<file path="src/rtl/fft_magnitude_if.sv">
// Butterfly-memory read port and output stream of fft_magnitude.
// master: the magnitude engine; slave: the memory plus the downstream sink.
`timescale 1ns/1ps
interface fft_magnitude_if #(
    parameter int DATA_W = 16,
    parameter int OUT_W  = 16,
    parameter int ADDR_W = 7
);
    logic                     rd_en;
    logic [ADDR_W-1:0]        rd_addr;
    logic signed [DATA_W-1:0] rd_re;
    logic signed [DATA_W-1:0] rd_im;
    logic                     out_valid;
    logic [OUT_W-1:0]         out_data;
    logic                     out_last;
    logic                     out_ready;

    modport master (
        output rd_en, rd_addr, out_valid, out_data, out_last,
        input  rd_re, rd_im, out_ready
    );

    modport slave (
        input  rd_en, rd_addr, out_valid, out_data, out_last,
        output rd_re, rd_im, out_ready
    );
endinterface

</file>
<file path="src/rtl/fft_magnitude.sv">
// Alpha-max-beta-min magnitude of the first NUM_BINS FFT bins, streamed through a credit-limited FIFO.
// Optional FFT_MAG_DC_BLOCK_EN forces the bin-0 magnitude to zero.
`timescale 1ns/1ps
module fft_magnitude #(
    parameter int DATA_W     = 16,
    parameter int OUT_W      = 16,
    parameter int NUM_BINS   = 64,
    parameter int ADDR_W     = 7,
    parameter int FIFO_DEPTH = 4
) (
    input  logic            clk,
    input  logic            rst,
    input  logic [3:0]      stage_select,
    fft_magnitude_if.master bus,
    output logic            busy,
    output logic            done
);
    localparam logic [1:0] IDLE  = 2'd0;
    localparam logic [1:0] READ  = 2'd1;
    localparam logic [1:0] DRAIN = 2'd2;
    localparam logic [1:0] DONE  = 2'd3;

    localparam int PTR_W = (FIFO_DEPTH > 1) ? $clog2(FIFO_DEPTH) : 1;
    localparam int CNT_W = PTR_W + 1;
    localparam int SUM_W = DATA_W + 1;
    localparam int EXT_W = (OUT_W > SUM_W) ? OUT_W : SUM_W;
    localparam logic [ADDR_W-1:0] LAST_ADDR = ADDR_W'(NUM_BINS - 1);
    localparam logic [EXT_W-1:0]  SAT_MAX   = EXT_W'({OUT_W{1'b1}});

    logic [1:0]        state_q, state_d;
    logic              mag_phase, mag_phase_q, start_q;
    logic [ADDR_W-1:0] addr_q, addr_d;
    logic              last_acc_q, last_acc_d;

    logic              v1_q, last1_q;
    logic              v2_q, last2_q;
    logic [DATA_W-1:0] abs_re_q, abs_re_d;
    logic [DATA_W-1:0] abs_im_q, abs_im_d;
`ifdef FFT_MAG_DC_BLOCK_EN
    logic              first1_q, first2_q;
`endif

    logic [OUT_W-1:0]      fifo_data_q [FIFO_DEPTH];
    logic [FIFO_DEPTH-1:0] fifo_last_q;
    logic [PTR_W-1:0]      wr_ptr_q, rd_ptr_q;
    logic [CNT_W-1:0]      count_q;

    logic              issue, push, pop, out_valid;
    logic [CNT_W:0]    occupancy;
    logic [DATA_W-1:0] re_u, im_u, mag_max, mag_min;
    logic [SUM_W-1:0]  sum;
    logic [EXT_W-1:0]  sum_ext;
    logic [OUT_W-1:0]  mag;

    assign mag_phase = (stage_select == 4'd15);

    // Credits cover the FIFO plus both pipeline stages, so a push never meets a full FIFO.
    assign occupancy = (CNT_W+1)'(count_q) + (CNT_W+1)'(v1_q) + (CNT_W+1)'(v2_q);
    assign issue     = (state_q == READ) && (occupancy < (CNT_W+1)'(FIFO_DEPTH));
    assign out_valid = (count_q != '0);
    assign push      = v2_q;
    assign pop       = out_valid && bus.out_ready;

    assign bus.rd_en     = issue;
    assign bus.rd_addr   = addr_q;
    assign bus.out_valid = out_valid;
    assign bus.out_data  = out_valid ? fifo_data_q[rd_ptr_q] : '0;
    assign bus.out_last  = out_valid && fifo_last_q[rd_ptr_q];
    assign busy          = (state_q == READ) || (state_q == DRAIN);
    assign done          = (state_q == DONE);

    always_comb begin
        state_d    = state_q;
        addr_d     = addr_q;
        last_acc_d = last_acc_q;
        case (state_q)
            IDLE: begin
                if (start_q) begin
                    state_d    = READ;
                    addr_d     = '0;
                    last_acc_d = 1'b0;
                end
            end
            READ: begin
                if (issue) begin
                    if (addr_q == LAST_ADDR) state_d = DRAIN;
                    else                     addr_d  = addr_q + 1'b1;
                end
            end
            DRAIN: begin
                if (pop && bus.out_last) last_acc_d = 1'b1;
                if (!v1_q && !v2_q && (count_q == '0) && last_acc_q) begin
                    state_d = DONE;
                    addr_d  = '0;
                end
            end
            default: state_d = IDLE;
        endcase
    end

    always_ff @(posedge clk) begin
        if (rst) begin
            state_q     <= IDLE;
            addr_q      <= '0;
            last_acc_q  <= 1'b0;
            mag_phase_q <= 1'b0;
            start_q     <= 1'b0;
        end else begin
            state_q     <= state_d;
            addr_q      <= addr_d;
            last_acc_q  <= last_acc_d;
            mag_phase_q <= mag_phase;
            start_q     <= mag_phase && !mag_phase_q;
        end
    end

    always_comb begin
        re_u     = bus.rd_re;
        im_u     = bus.rd_im;
        abs_re_d = re_u[DATA_W-1] ? (~re_u + DATA_W'(1)) : re_u;
        abs_im_d = im_u[DATA_W-1] ? (~im_u + DATA_W'(1)) : im_u;
    end

    always_ff @(posedge clk) begin
        if (rst) begin
            v1_q     <= 1'b0;
            last1_q  <= 1'b0;
            v2_q     <= 1'b0;
            last2_q  <= 1'b0;
            abs_re_q <= '0;
            abs_im_q <= '0;
        end else begin
            v1_q    <= issue;
            last1_q <= issue && (addr_q == LAST_ADDR);
            v2_q    <= v1_q;
            last2_q <= last1_q;
            if (v1_q) begin
                abs_re_q <= abs_re_d;
                abs_im_q <= abs_im_d;
            end
        end
    end

`ifdef FFT_MAG_DC_BLOCK_EN
    always_ff @(posedge clk) begin
        if (rst) begin
            first1_q <= 1'b0;
            first2_q <= 1'b0;
        end else begin
            first1_q <= issue && (addr_q == '0);
            first2_q <= first1_q;
        end
    end
`endif

    always_comb begin
        mag_max = (abs_re_q >= abs_im_q) ? abs_re_q : abs_im_q;
        mag_min = (abs_re_q >= abs_im_q) ? abs_im_q : abs_re_q;
        sum     = SUM_W'(mag_max) + SUM_W'(mag_min >> 2) + SUM_W'(mag_min >> 3);
        sum_ext = EXT_W'(sum);
        mag     = (sum_ext > SAT_MAX) ? SAT_MAX[OUT_W-1:0] : sum_ext[OUT_W-1:0];
`ifdef FFT_MAG_DC_BLOCK_EN
        if (first2_q) mag = '0;
`endif
    end

    always_ff @(posedge clk) begin
        if (push) begin
            fifo_data_q[wr_ptr_q] <= mag;
            fifo_last_q[wr_ptr_q] <= last2_q;
        end
    end

    always_ff @(posedge clk) begin
        if (rst) begin
            wr_ptr_q <= '0;
            rd_ptr_q <= '0;
            count_q  <= '0;
        end else begin
            if (push) wr_ptr_q <= wr_ptr_q + 1'b1;
            if (pop)  rd_ptr_q <= rd_ptr_q + 1'b1;
            count_q <= count_q + CNT_W'(push) - CNT_W'(pop);
        end
    end

    a_no_overflow: assert property (@(posedge clk) disable iff (rst)
        !(push && !pop && (count_q == CNT_W'(FIFO_DEPTH))));
    a_addr_range: assert property (@(posedge clk) disable iff (rst)
        addr_q <= LAST_ADDR);
endmodule

</file>
<file path="src/flat_wrapper.sv">
// flat-port wrapper written by rule: the top's interface ports become plain ports
module fft_magnitude_flat 
#(
    parameter int DATA_W     = 16,
    parameter int OUT_W      = 16,
    parameter int NUM_BINS   = 64,
    parameter int ADDR_W     = 7,
    parameter int FIFO_DEPTH = 4
)
  (clk, rst, stage_select, busy, done, bus_rd_en, bus_rd_addr, bus_out_valid, bus_out_data, bus_out_last, bus_rd_re, bus_rd_im, bus_out_ready);
  fft_magnitude_if #(.DATA_W(DATA_W), .OUT_W(OUT_W), .ADDR_W(ADDR_W)) bus_i ();
  input  logic clk;
  input  logic rst;
  input  logic [3:0] stage_select;
  output logic busy;
  output logic done;
  output wire logic [$bits(bus_i.rd_en)-1:0] bus_rd_en;
  output wire logic [$bits(bus_i.rd_addr)-1:0] bus_rd_addr;
  output wire logic [$bits(bus_i.out_valid)-1:0] bus_out_valid;
  output wire logic [$bits(bus_i.out_data)-1:0] bus_out_data;
  output wire logic [$bits(bus_i.out_last)-1:0] bus_out_last;
  input wire logic [$bits(bus_i.rd_re)-1:0] bus_rd_re;
  input wire logic [$bits(bus_i.rd_im)-1:0] bus_rd_im;
  input wire logic [$bits(bus_i.out_ready)-1:0] bus_out_ready;
  assign bus_rd_en = bus_i.rd_en;
  assign bus_rd_addr = bus_i.rd_addr;
  assign bus_out_valid = bus_i.out_valid;
  assign bus_out_data = bus_i.out_data;
  assign bus_out_last = bus_i.out_last;
  assign bus_i.rd_re = bus_rd_re;
  assign bus_i.rd_im = bus_rd_im;
  assign bus_i.out_ready = bus_out_ready;
  fft_magnitude #(.DATA_W(DATA_W), .OUT_W(OUT_W), .NUM_BINS(NUM_BINS), .ADDR_W(ADDR_W), .FIFO_DEPTH(FIFO_DEPTH)) u_core (.clk(clk), .rst(rst), .stage_select(stage_select), .bus(bus_i), .busy(busy), .done(done));
endmodule
</file>
<file path="config.mk">
export PLATFORM = sky130hd
export DESIGN_NAME = fft_magnitude_flat
export DESIGN_NICKNAME = d
export VERILOG_FILES = /design/src/rtl/fft_magnitude_if.sv /design/src/rtl/fft_magnitude.sv /design/src/flat_wrapper.sv
export SDC_FILE = /design/constraint.sdc
export NUM_CORES = 1
export LEC_CHECK = 0
export ABC_CLOCK_PERIOD_IN_PS = 5420
export CELL_PAD_IN_SITES_DETAIL_PLACEMENT = 1
export CELL_PAD_IN_SITES_GLOBAL_PLACEMENT = 2
export CORE_ASPECT_RATIO = 1.2
export CORE_MARGIN = 10
export CORE_UTILIZATION = 39
export DETAILED_ROUTE_END_ITERATION = 8
export MAX_ROUTING_LAYER = met4
export PLACE_DENSITY_LB_ADDON = 0.1
export RECOVER_POWER = 100
export SYNTH_ARGS = -nofsm -noshare
export SYNTH_HDL_FRONTEND = slang
export SYNTH_SLANG_ARGS = --single-unit
</file>
<file path="constraint.sdc">
create_clock -name clk -period 5.42 [get_ports clk]
set_clock_uncertainty 0.05 [all_clocks]
set_input_delay 1.626 -clock clk [delete_from_list [all_inputs] [get_ports clk]]
set_output_delay 1.626 -clock clk [all_outputs]
set_load 0.03 [all_outputs]
</file>
== Word level (Yosys, flattened, before mapping) ==
Memory sizes are Yosys's and may differ from the RTL's. A register that Yosys moved wholly into a read port is not among the register bits.
Cells that the tools add are included.

* Memories kept: 1
* Word-level logic and storage cells: 96
* Bits of input ports: 39
* Memory bits (writable): 64
* Register bits after elaboration: 59

* Muxes and demuxes: 28
* Bitwise gates (word level): 2
* Add/sub/neg operators: 11
* Magnitude comparators: 6
* Reductions and logical operators: 22
* Eq/ne operators: 11

{| class="wikitable"
|+ Memories
! name !! depth !! width !! read ports !! clocked after Yosys merged registers in !! write ports !! line !! source
|-
| u_core.fifo_data_q || 4 || 16 || 1 || 1 || 1 || fft_magnitude.sv:43 || <nowiki>logic [OUT_W-1:0] fifo_data_q [FIFO_DEPTH];</nowiki>
|}

{| class="wikitable"
|+ Operator list
! cell !! count
|-
| $mux W16 || 6
|-
| $add A16 B1 Y16 const B || 2
|-
| $not A16 Y16 || 2
|-
| $mux W7 || 4
|-
| $pmux W7 S3 || 1
|-
| $add A16 B14 Y17 || 1
|-
| $add A17 B13 Y17 || 1
|-
| $gt A17 B16 Y1 const B || 1
|-
| $ge A16 B16 Y1 || 1
|-
| $mux W2 || 6
|-
| $logic_and A1 B1 Y1 || 10
|-
| $ne A2 B2 Y1 const B || 4
|-
| $add A7 B1 Y7 const B || 1
|-
| $eq A7 B6 Y1 const B || 1
|-
| $lt A2 B3 Y1 const B || 2
|-
| $mux W1 || 6
|-
| $pmux W2 S3 || 1
|-
| $reduce_bool A3 Y1 || 2
|-
| $reduce_and A5 Y1 || 1
|-
| $add A2 B1 Y2 const B || 2
|-
| $add A3 B1 Y4 || 1
|-
| $add A4 B1 Y4 || 1
|-
| $bwmux W4 || 1
|-
| $eq A2 B2 Y1 const B || 2
|-
| 17 further kinds || 20
|}

== Logic depth before layout (Yosys ltp) ==
* Depth after elaboration: 6
* Depth in mapped cells: 20
* Depth with buffers taken out: 18

== Worst setup path after synthesis ==
No wires, ideal clock.

* Kind: register -> register
* From: register u_core.abs_im_q[3]
* To: memory u_core.fifo_data_q[0][11], data pin
* Cell stages (with the launch flop): 21
* Clock period less this slack: 4990 ps
* Path slack: 430 ps
* Buffers on the path: 3
* Data arrival time: 4649 ps
* Path through: dfxtp_1 clkbuf_1 inv_1 ha_1 o21a_1 nor2_1 o311a_2 o21ai_2 a21bo_2 buf_2 mux2i_1 fa_1 inv_1 ha_1 a21oi_1 nand3_1 nor4bb_1 o31ai_1 o31ai_1 buf_2 o21ai_0

* Word-level cells in the longest chain between the ends: 6
* Elaborated cells on any way between the ends: 7
* Those cells by class: 2 x add/sub; 2 x order compare; 3 x mux

{| class="wikitable"
|+ RTL lines
! item !! line !! source
|-
| start: declaration || fft_magnitude.sv:38 || <nowiki>logic [DATA_W-1:0] abs_im_q, abs_im_d;</nowiki>
|-
| start signal: assignment || fft_magnitude.sv:139 || <nowiki>abs_im_q <= abs_im_d;</nowiki>
|-
| $ge A16 B16 Y1 || fft_magnitude.sv:157, fft_magnitude.sv:158 ||
|-
| $mux W16 (on tied branches) || fft_magnitude.sv:157, fft_magnitude.sv:158 ||
|-
| $add A16 B14 Y17 || fft_magnitude.sv:159 || <nowiki>sum = SUM_W'(mag_max) + SUM_W'(mag_min >> 2) + SUM_W'(mag_min >> 3);</nowiki>
|-
| $add A17 B13 Y17 (*) || fft_magnitude.sv:159 ||
|-
| $gt A17 B16 Y1 || fft_magnitude.sv:161 || <nowiki>mag = (sum_ext > SAT_MAX) ? SAT_MAX[OUT_W-1:0] : sum_ext[OUT_W-1:0];</nowiki>
|-
| $mux W16 (*) || fft_magnitude.sv:161 ||
|-
| via u_core.mag[11] || fft_magnitude.sv:53 || <nowiki>logic [OUT_W-1:0] mag;</nowiki>
|-
| end: declaration || fft_magnitude.sv:43 ||
|}

The timed path passes the listed nets; every way through them passes the cells marked *.

== Worst setup path in the final report ==
* From: register u_core.abs_re_q[0]
* To: memory u_core.fifo_data_q[1][5], data pin

* Word-level cells in the longest chain between the ends: 6
* Elaborated cells on any way between the ends: 7
* Those cells by class: 2 x add/sub; 2 x order compare; 3 x mux

{| class="wikitable"
|+ RTL lines
! item !! line !! source
|-
| start: declaration || fft_magnitude.sv:37 || <nowiki>logic [DATA_W-1:0] abs_re_q, abs_re_d;</nowiki>
|-
| start signal: assignment || fft_magnitude.sv:138 || <nowiki>abs_re_q <= abs_re_d;</nowiki>
|-
| $ge A16 B16 Y1 || fft_magnitude.sv:157, fft_magnitude.sv:158 ||
|-
| $mux W16 (on tied branches) || fft_magnitude.sv:157, fft_magnitude.sv:158 ||
|-
| $add A16 B14 Y17 || fft_magnitude.sv:159 ||
|-
| $add A17 B13 Y17 (*) || fft_magnitude.sv:159 ||
|-
| $gt A17 B16 Y1 || fft_magnitude.sv:161 ||
|-
| $mux W16 (*) || fft_magnitude.sv:161 ||
|-
| via u_core.mag[5] || fft_magnitude.sv:53 ||
|}

Marked as above.

==> flow_summary.ini <==
[global_route]
grtUsageTotal = 0.164
grt_max_degree = 56
grt_pass1_vias = 6097
grt_overflow = 0
grt_pass1_wl_um = 32300
antenna_found_initial = 0

[power_and_ir_drop]
power.total_mw = 5.22
peakVddDrop_v = 0.000288
p_leak_nw = 3.70
p_per_area_nw_per_um2 = 562

[setup_path]
required_ns = 5.62
critical_path.cell_chain = inv_1, ha_1, nand2b_1, a2111oi_1, o311a_2, o21ai_4, a21boi_4, clkbuf_4, mux2_2, ha_1, a311o_1, ha_1, a21o_1, nand4_1, nor4bb_2, buf_4, o31ai_1, o31ai_2, buf_4, nand2_1
cpPeakStageDelay_ns = 0.40
crit_fanout = 7
path_class = flop to flop
crit_path_frequent_cell = ha_1
critPathTopFamily = compound AO/OA/AOI/OAI gates
startpoint_type = flop
critPathCaptureType = flop
cp_num_buf_inv = 4
crit_arrival_ns = 5.26
cp_slowest_cell = o31ai_1

[route]
ant_nets = 0
dr.pass1.iters = 4
drt-total-wl_um = 19700
dr_total_vias = 5559
drc_errors = 0
wl_per_cell_um = 18.6
drt_iter0_drc = 200
viasPerCell = 5.24

[timing]
finalCriticalPeriod_ns = 5.05
rsz0062_at_grt = false
worst_slack_ns = 0.366
fin_crit_sh = 0.932
max-slew-margin-rel = -0.553
hold_violations = 0
maxSlewViolCount = 53
finalSetupViolCount = 0
finalSetupTns_ns = 0
max_freq_ghz = 0.198
tightest_slew_ns = 2.33

[logic_synthesis]
avgSynthCellArea_um2 = 10.6
netlist_area_um2 = 7550
ys_ff_latch = 125
synthDistinctLibCells = 61
async_flop_share = 0
yosysSeqAreaShare = 0.421
ys_dominant_reg_cell = edfxtp_1
synth_edf_count = 68
ys_warn_count = 0
synth_cells = 710
synth_fp_nets = 810

[place]
hpwl_um = 15200
place_inst = 1024
gp_congestion = 0.815
numPortBuffers = 66
dp_slack_ns = 0.0509

[floorplan]
fp.coreArea_um2 = 18900
dieWidth_um = 147
die_h_um = 172
ioPinCount = 67
start_util = 0.399
die_area_um2 = 25400
std_cell_rows = 55

[run_status]
status = complete, but fails checks
violations = max-capacitance violations, max-slew violations

[run]
cap_violations = 1

[finish]
num_antenna_cells = 0
final_cells = 1060
drive_gt1_frac = 0.136
final_nets = 891
area_growth_pct = 23.0
fillers = 2072

[clocking]
root_buffer = clkbuf_16
ctsLongestPathBuffers = 2
clk_pin_slew_ns = 0.07
htreeDepth = 4
tritoncts = done
cts_num_sinks = 125
cts-buffers-inserted = 17
clk_latency_ns = 0.42

[worst_hold_path]
hold_class = flop to flop
[timing repair]
action | 4_1_cts | 5_1_grt
resized for setup | 0 | 13
hold buffers | 0 | 0
endpoints found under the setup margin | 0 | 64
setup buffers | 0 | 4
[cells by family after synthesis]
family                     count (synthesis)  share of synthesized area
muxes                                     64                      0.115
adders and majority gates                 61                      0.108
AOI/OAI and AO/OA                        121                      0.116
xor gates and xnor gates                  57                     0.0661
DFF                                      125                      0.421
buffers and inverters                     81                     0.0427
and+or+nand+nor                          201                      0.131
[where the power goes]
part	switching, mW	internal, mW	leakage, nW
registers	0.0966	1.23	1.08
clock network	0.514	0.669	0.305
logic	1.48	1.24	2.31
[worst paths after layout]
check                startpoint                        to  slack, ns  cells past startpoint
max          u_core.abs_re_q[0]  u_core.fifo_data_q[1][5]       0.37                     20
min          u_core.mag_phase_q            u_core.start_q       0.35                      1
max reg2reg  u_core.abs_re_q[0]  u_core.fifo_data_q[1][5]       0.37                     20
min reg2reg  u_core.mag_phase_q            u_core.start_q       0.35                      1
[worst reg2reg max path, delay by kind of cell, from the launching register on]
kind / cells / cell delay (ns)
muxes: 1 / 0.33
and+or+nand+nor: 4 / 0.68
buffers and inverters: 4 / 0.60
DFF: 1 / 0.35
adders and majority gates: 3 / 0.74
AOI/OAI and AO/OA: 8 / 2.14
[cells in the final DEF (no fill, tap or decap), types with 6 or more instances in the layout]
cell,n
edfxtp_1,68
nor2_1,66
dfxtp_1,55
ha_1,54
inv_1,42
nand2_1,39
clkdlybuf4s50_1,34
mux2i_1,33
dlygate4sd3_1,31
xnor2_1,29
buf_4,29
xor2_1,28
a21oi_1,25
and2_1,20
a211oi_1,20
nand3_1,18
mux4_2,17
clkbuf_16,17
nor3_1,12
mux2_2,12
o21ai_0,11
o31ai_1,9
a21o_1,8
a311o_1,8
nor2b_1,8
fa_1,7
nand4_1,6
inv_8,6
[layer usage]
layer | track usage | wire (µm)
met1 | 0.182 | 8650
met2 | 0.297 | 10300
met3 | 0.0254 | 485
met4 | 0.0496 | 260
met5 | - | 0
[layout make-up]
class / instances / area (µm²) / area share
clock buffer: 17 / 425 / 0.0458
inverter: 42 / 158 / 0.0170
timing repair buffer: 101 / 917 / 0.0987
multi-input combinational: 504 / 4090 / 0.440
clock inverter: 15 / 198 / 0.0213
tap: 256 / 320 / 0.0345
sequential: 125 / 3190 / 0.343
[cell usage after synthesis (13+ instances only)]
master | n | area, µm²
o21ai_0 | 13 | 65.1
nor2_1 | 66 | 248
mux4_2 | 17 | 383
a21oi_1 | 25 | 125
clkbuf_1 | 27 | 101
nand2_1 | 39 | 146
xor2_1 | 28 | 245
a211oi_1 | 21 | 158
nand3_1 | 18 | 90.1
inv_1 | 42 | 158
mux2i_1 | 35 | 350
ha_1 | 54 | 676
dfxtp_1 | 57 | 1140
and2_1 | 25 | 156
edfxtp_1 | 68 | 2040
xnor2_1 | 29 | 254
[state kept, by name (all words and copies together), names as in the netlist, 2 cells and up, named ones only]
| name | count |
|---|---|
| u_core.abs_re_q | 16 |
| u_core.bus.rd_addr | 7 |
| u_core.count_q | 3 |
| u_core.rd_ptr_q | 2 |
| u_core.wr_ptr_q | 2 |
| u_core.state_q | 2 |
| u_core.fifo_data_q | 64 |
| u_core.abs_im_q | 16 |
| u_core.fifo_last_q | 4 |
[through the flow]
stage | hold slack (ns) | area [µm²] | util
after detailed placement | 0.342 | 8610 | 0.455
final | 0.346 | 9290 | 0.491
after floorplan | 0.326 | 7550 | -
after global placement | 0.337 | 8610 | 0.455
after CTS | 0.352 | 9240 | 0.488
after global routing | 0.363 | 9290 | 0.491
(Power assumes the default switching activity.)
